===== src/rtl/rf_write_arbiter.sv =====
// rf_write_arbiter
//   Round-robin arbiter for the single write port of the register file.
//   It grants at most one of N_REQ write sources per cycle. It drives registered
//   wr_en/wr_addr/wr_data to the register file, and it acknowledges each served
//   request with a one-cycle ack pulse. A saturating counter records the cycles
//   in which more than one request was eligible.
//
// Ports
//   clk         system clock, rising edge
//   rst         synchronous, active-high reset
//   req         per-requester write request (level)
//   req_addr    packed destination indices, slot i = [i*ADDR_W +: ADDR_W]
//   req_data    packed write data, slot i = [i*DATA_W +: DATA_W]
//   ack         one-hot, registered, one-cycle "request served" pulse
//   wr_en       register-file write enable (low for writes to x0)
//   wr_addr     register-file write index (holds its value while idle)
//   wr_data     register-file write data (holds its value while idle)
//   contention  saturating count of cycles with more than one eligible request
module rf_write_arbiter #(
  parameter int N_REQ  = 4,
  parameter int DATA_W = 32,
  parameter int ADDR_W = 5,
  parameter int CNT_W  = 16
) (
  input  logic                    clk,
  input  logic                    rst,
  input  logic [N_REQ-1:0]        req,
  input  logic [N_REQ*ADDR_W-1:0] req_addr,
  input  logic [N_REQ*DATA_W-1:0] req_data,
  output logic [N_REQ-1:0]        ack,
  output logic                    wr_en,
  output logic [ADDR_W-1:0]       wr_addr,
  output logic [DATA_W-1:0]       wr_data,
  output logic [CNT_W-1:0]        contention
);

  localparam int PTR_W = (N_REQ > 1) ? $clog2(N_REQ) : 1;

  // Unpacked views of the packed request slots
  logic [ADDR_W-1:0] slotAddr [N_REQ];
  logic [DATA_W-1:0] slotData [N_REQ];

  generate
    for (genvar gi = 0; gi < N_REQ; gi++) begin : gSlot
      assign slotAddr[gi] = req_addr[gi*ADDR_W +: ADDR_W];
      assign slotData[gi] = req_data[gi*DATA_W +: DATA_W];
    end
  endgenerate

  logic [N_REQ-1:0]  ackReg, ackNext;
  logic              wrEnReg, wrEnNext;
  logic [ADDR_W-1:0] wrAddrReg;
  logic [DATA_W-1:0] wrDataReg;
  logic [CNT_W-1:0]  cntReg;
  logic [PTR_W-1:0]  rrPtrReg, rrPtrNext;

  logic [N_REQ-1:0]  elig;
  logic [PTR_W-1:0]  winIdx;
  logic [PTR_W-1:0]  candIdx;
  logic              anyElig;
  logic              multiElig;
  int                scanIdx;

  // The requester being acked this cycle still has req high for the write just
  // served, so it is kept out of this cycle's arbitration.
  assign elig = req & ~ackReg;

  // Clearing the lowest set bit leaves something only if two or more bits are set.
  assign multiElig = |(elig & (elig - N_REQ'(1)));

  // Round-robin search. The scan runs from the farthest offset down to rrPtr.
  // Each later hit overwrites earlier ones, so the requester nearest to rrPtr
  // in the upward, wrapping direction wins.
  always_comb begin
    winIdx  = '0;
    anyElig = 1'b0;
    scanIdx = 0;
    candIdx = '0;
    for (int k = N_REQ - 1; k >= 0; k--) begin
      scanIdx = int'(rrPtrReg) + k;
      if (scanIdx >= N_REQ) scanIdx = scanIdx - N_REQ;
      candIdx = PTR_W'(scanIdx);
      if (elig[candIdx]) begin
        winIdx  = candIdx;
        anyElig = 1'b1;
      end
    end
  end

  always_comb begin
    ackNext   = '0;
    wrEnNext  = 1'b0;
    rrPtrNext = rrPtrReg;
    if (anyElig) begin
      ackNext   = N_REQ'(1) << winIdx;
      // Writes to x0 still complete the handshake but never reach the file.
      wrEnNext  = (slotAddr[winIdx] != '0);
      rrPtrNext = (winIdx == PTR_W'(N_REQ - 1)) ? '0 : winIdx + PTR_W'(1);
    end
  end

  always_ff @(posedge clk) begin
    if (rst) begin
      ackReg    <= '0;
      wrEnReg   <= 1'b0;
      wrAddrReg <= '0;
      wrDataReg <= '0;
      cntReg    <= '0;
      rrPtrReg  <= '0;
    end else begin
      ackReg   <= ackNext;
      wrEnReg  <= wrEnNext;
      rrPtrReg <= rrPtrNext;
      if (anyElig) begin
        wrAddrReg <= slotAddr[winIdx];
        wrDataReg <= slotData[winIdx];
      end
      if (multiElig && (cntReg != '1)) begin
        cntReg <= cntReg + CNT_W'(1);
      end
    end
  end

  assign ack        = ackReg;
  assign wr_en      = wrEnReg;
  assign wr_addr    = wrAddrReg;
  assign wr_data    = wrDataReg;
  assign contention = cntReg;

endmodule

===== config.mk =====
export PLATFORM = sky130hd
export DESIGN_NAME = rf_write_arbiter
export DESIGN_NICKNAME = d
export VERILOG_FILES = /design/src/rtl/rf_write_arbiter.sv
export SDC_FILE = /design/constraint.sdc
export NUM_CORES = 1
export LEC_CHECK = 0
export CAP_MARGIN = 20
export CORE_MARGIN = 1.5
export CORE_UTILIZATION = 30
export DETAILED_ROUTE_END_ITERATION = 10
export PLACE_DENSITY = 0.67
export SYNTH_ARGS = -nofsm -noshare
export SYNTH_HDL_FRONTEND = slang
export SYNTH_SLANG_ARGS = --single-unit
export TNS_END_PERCENT = 30

===== constraint.sdc =====
create_clock -name clk -period 4.3 [get_ports clk]
set_clock_uncertainty 0.15 [all_clocks]
set_input_delay 0.645 -clock clk [delete_from_list [all_inputs] [get_ports clk]]
set_output_delay 0.645 -clock clk [all_outputs]
set_load 0.005 [all_outputs]

==> flow_metrics.tcl <==
set metrics [dict create \
    timing.critical_path.arrival_ns 3.08 \
    power_density_nw_per_um2 552 \
    grt_usage 0.217 \
    first_pass_iters 4 \
    maxSlewViolCount 0 \
    cp_slowest_stage_delay_ns 0.57 \
    rrSetupSlack_ns 1.76 \
    crit_path_to "wr_data[0]$_SDFFE_PP0N_" \
    num_antenna_cells 0 \
    asyncSetResetFlopFracSynth 0 \
    dr_drc_count 0 \
    yosysWarningCount 0 \
    holdCritPathClass "flip-flop to flip-flop" \
    worstPathBufferInverterCount 2 \
    timing.max_cap.violations 0 \
    synthesis.instances 467 \
    seq_cells_post_synth 60 \
    ant_nets 0 \
    final_net_count 813 \
    cts_made_buffers 9 \
    post_cts_hold_buffer_count 0 \
    post-cts-setup-buffers 0 \
    cts.sinks 60 \
    synthesis.nets 622 \
    vdd.ir_drop.worst_mv 0.258 \
    yosys-top-cells-count "nand2_1 (141), nand3_1 (69), dfxtp_1 (60)" \
    cp_max_fo 54 \
    tns_ns 0 \
    synthDominantAreaCellType "dfxtp_1" \
    clk_transition_reported_paths_ns 0.06 \
    period_share 0.687 \
    place_hpwl_um 9770 \
    max_freq_mhz 338 \
    grt_overflow 0 \
    gp_routability_congestion 0.861 \
    clock-root-buffer "clkbuf_16" \
    critical_path_cell_count 8 \
    status "complete, no violations" \
    total_leakage_power_nw 2.24 \
    worstPathRequired_ns 4.42 \
    critical_path.endpoint_type "flip-flop" \
    tightest_slew_ns 1.04 \
    finalSetupViolCount 0 \
    critical_path.reg2reg.endpoint "wr_data[0]$_SDFFE_PP0N_" \
    critPathTopFamily "compound AO/OA/AOI/OAI gates" \
    post_cts_resize_count 0 \
    die_x_um 110 \
    grt_antenna_before_repair 0 \
    cts_max_level 3 \
    post-synth-top-area-fraction 0.348 \
    die_area_um2 12100 \
    netlist_area_um2 3450 \
    setup.worst_path.start "req[3]" \
    finalWorstPathRequiredPeriod_ns 2.96 \
    ranking_of_synthesized_cells_by_area "dfxtp_1 (35%), nand2_1 (15%), a32o_1 (10%)" \
    ys_types 44 \
    final_layout_size_suffix_gt1_frac 0.0528 \
    avgSynthCellArea_um2 7.38 \
    worstReg2RegStart "ack[1]$_SDFF_PP0_" \
    post-synth-top-count-cell "nand2_1" \
    core_area_um2 11000 \
    die_y_um 110 \
    core.rowCount 38 \
    core_util_final 0.544 \
    timing.reg2reg.worst_path_depth 7 \
    timing.critical_path.slowest_stage_cell "a311oi_4" \
    detail_route.iter0.violations 268 \
    rsz0062_at_grt "false" \
    synth_enable_flop_cells 0 \
    start_util 0.313 \
    via_per_inst 5.14 \
    final_hold_viol_count 0 \
    areaGrowthSynthToFinish_pct 74.0 \
    via_count_of_the_first_global_routing_pass 4221 \
    grt_max_degree 69 \
    timing.critical_path.from_type "primary input" \
    boundaryPins 212 \
    worstPathCellList "clkdlybuf4s50_1 > nand2b_4 > a311oi_4 > o21a_2 > buf_12 > nand2_1 > nand3_1 > a32o_1" \
    grt_first_pass_wirelength_um 20000 \
    cts_tree "done" \
    detail_route.wl_per_cell_um 16.5 \
    maxSlewHeadroom 0.307 \
    synth.yosys.seq_area_share 0.348 \
    setup.worst_path.class "primary input to flip-flop" \
    clock_insertion_delay_worst_skew_ns 0.33 \
    dr_total_vias 4125 \
    route.final.wire_length_um 13200 \
    clock_tree_buffer_depth 2 \
    ys_dominant_reg_cell "dfxtp_1" \
    place.port_buffers 211 \
]
[placed cells by master (no fill, tap or decap), drive strengths merged, types with 2 or more instances in the layout]
cell	netlist	final
or2	2	2
nor2b	2	2
nand4	4	4
nor3	12	12
xnor2	15	15
clkbuf	17	10
a311oi	2	2
a22oi	2	2
nor4	7	7
buf	18	4
nor2	22	22
inv	13	13
and3	3	3
nor3b	3	3
a32o	36	36
nand2	141	141
bufinv	0	4
nand3	69	69
o21ai	4	4
dfxtp	60	60
clkdlybuf4s50	0	211
nand2b	4	4
a21oi	4	4
o211ai	16	16
clkinvlp	0	2
[worst reg2reg max path: cells and delay by family, from the launching register on]
family / cells / cell delay [ns]
AND/OR/NAND/NOR: 3 / 0.52
buffers and inverters: 1 / 0.30
flip-flops: 1 / 0.32
AO/OA/AOI/OAI: 3 / 1.20
[flip-flops by register name (all words and copies together) (netlist names)]
register	count
ack	4
contention	16
rrPtrReg	2
wr_addr	5
wr_data	32
wr_en	1
[through the flow]
stage	hold WS, ns	cell area, um2	worst slack [ns]	std cells	power [mW]
global placement	0.293	5620	1.04	787	2.39
CTS	0.305	6000	1.38	803	3.33
detailed placement	0.294	5620	1.03	787	2.42
global route	0.341	6000	1.22	803	3.52
finish	0.308	6000	1.34	803	3.31
floorplan	0.293	3450	2.00	467	1.77
[worst min-delay path by stage]
stage | start | endpoint | slack (ns) | cells past startpoint
final | wr_addr[3]$_SDFFE_PP0N_ | wr_addr[3]$_SDFFE_PP0N_ | 0.31 | 2
after global routing | wr_data[2]$_SDFFE_PP0N_ | wr_data[2]$_SDFFE_PP0N_ | 0.34 | 1
after CTS | wr_addr[3]$_SDFFE_PP0N_ | wr_addr[3]$_SDFFE_PP0N_ | 0.30 | 2
after detailed placement | wr_addr[3]$_SDFFE_PP0N_ | wr_addr[3]$_SDFFE_PP0N_ | 0.29 | 2
after global placement | wr_addr[3]$_SDFFE_PP0N_ | wr_addr[3]$_SDFFE_PP0N_ | 0.29 | 2
after floorplan | wr_addr[3]$_SDFFE_PP0N_ | wr_addr[3]$_SDFFE_PP0N_ | 0.29 | 2
[metal layers]
layer | vias up | global-route usage | routed length, um
li1 | 2027 | - | -
met5 | - | 0 | 0
met2 | 165 | 0.385 | 6550
met1 | 1905 | 0.228 | 5070
met4 | 0 | 0.0980 | 396
met3 | 28 | 0.0800 | 1200
[final cells by class]
| type | instances | area (um2) |
|---|---|---|
| fillers | 1061 | 5030 |
| repair buffers | 215 | 2150 |
| multi-input cells | 359 | 2040 |
| flip-flops and latches | 60 | 1200 |
| clock buffers | 10 | 239 |
| well taps | 140 | 175 |
| clock inverters | 6 | 135 |
| inverters | 13 | 48.8 |
[where the power goes]
part / switching [mW] / leakage [nW] / total (mW) / internal [mW]
sequential: 0.107 / 0.495 / 0.827 / 0.720
combinational: 0.800 / 1.57 / 1.57 / 0.769
clock: 0.274 / 0.175 / 0.914 / 0.640
[logic make-up (layout without fill, tap and decap cells)]
logic type      Yosys count  in the layout  share of synthesized area
flops                    60             60                      0.348
buf+inv                  48            244                     0.0679
compound gates           70             70                      0.183
xor+xnor                 15             15                     0.0381
fa+ha+maj                 2              2                    0.00690
mux                       1              1                    0.00290
simple gates            271            271                      0.353
No activity file was read; power rests on OpenSTA's default activity.
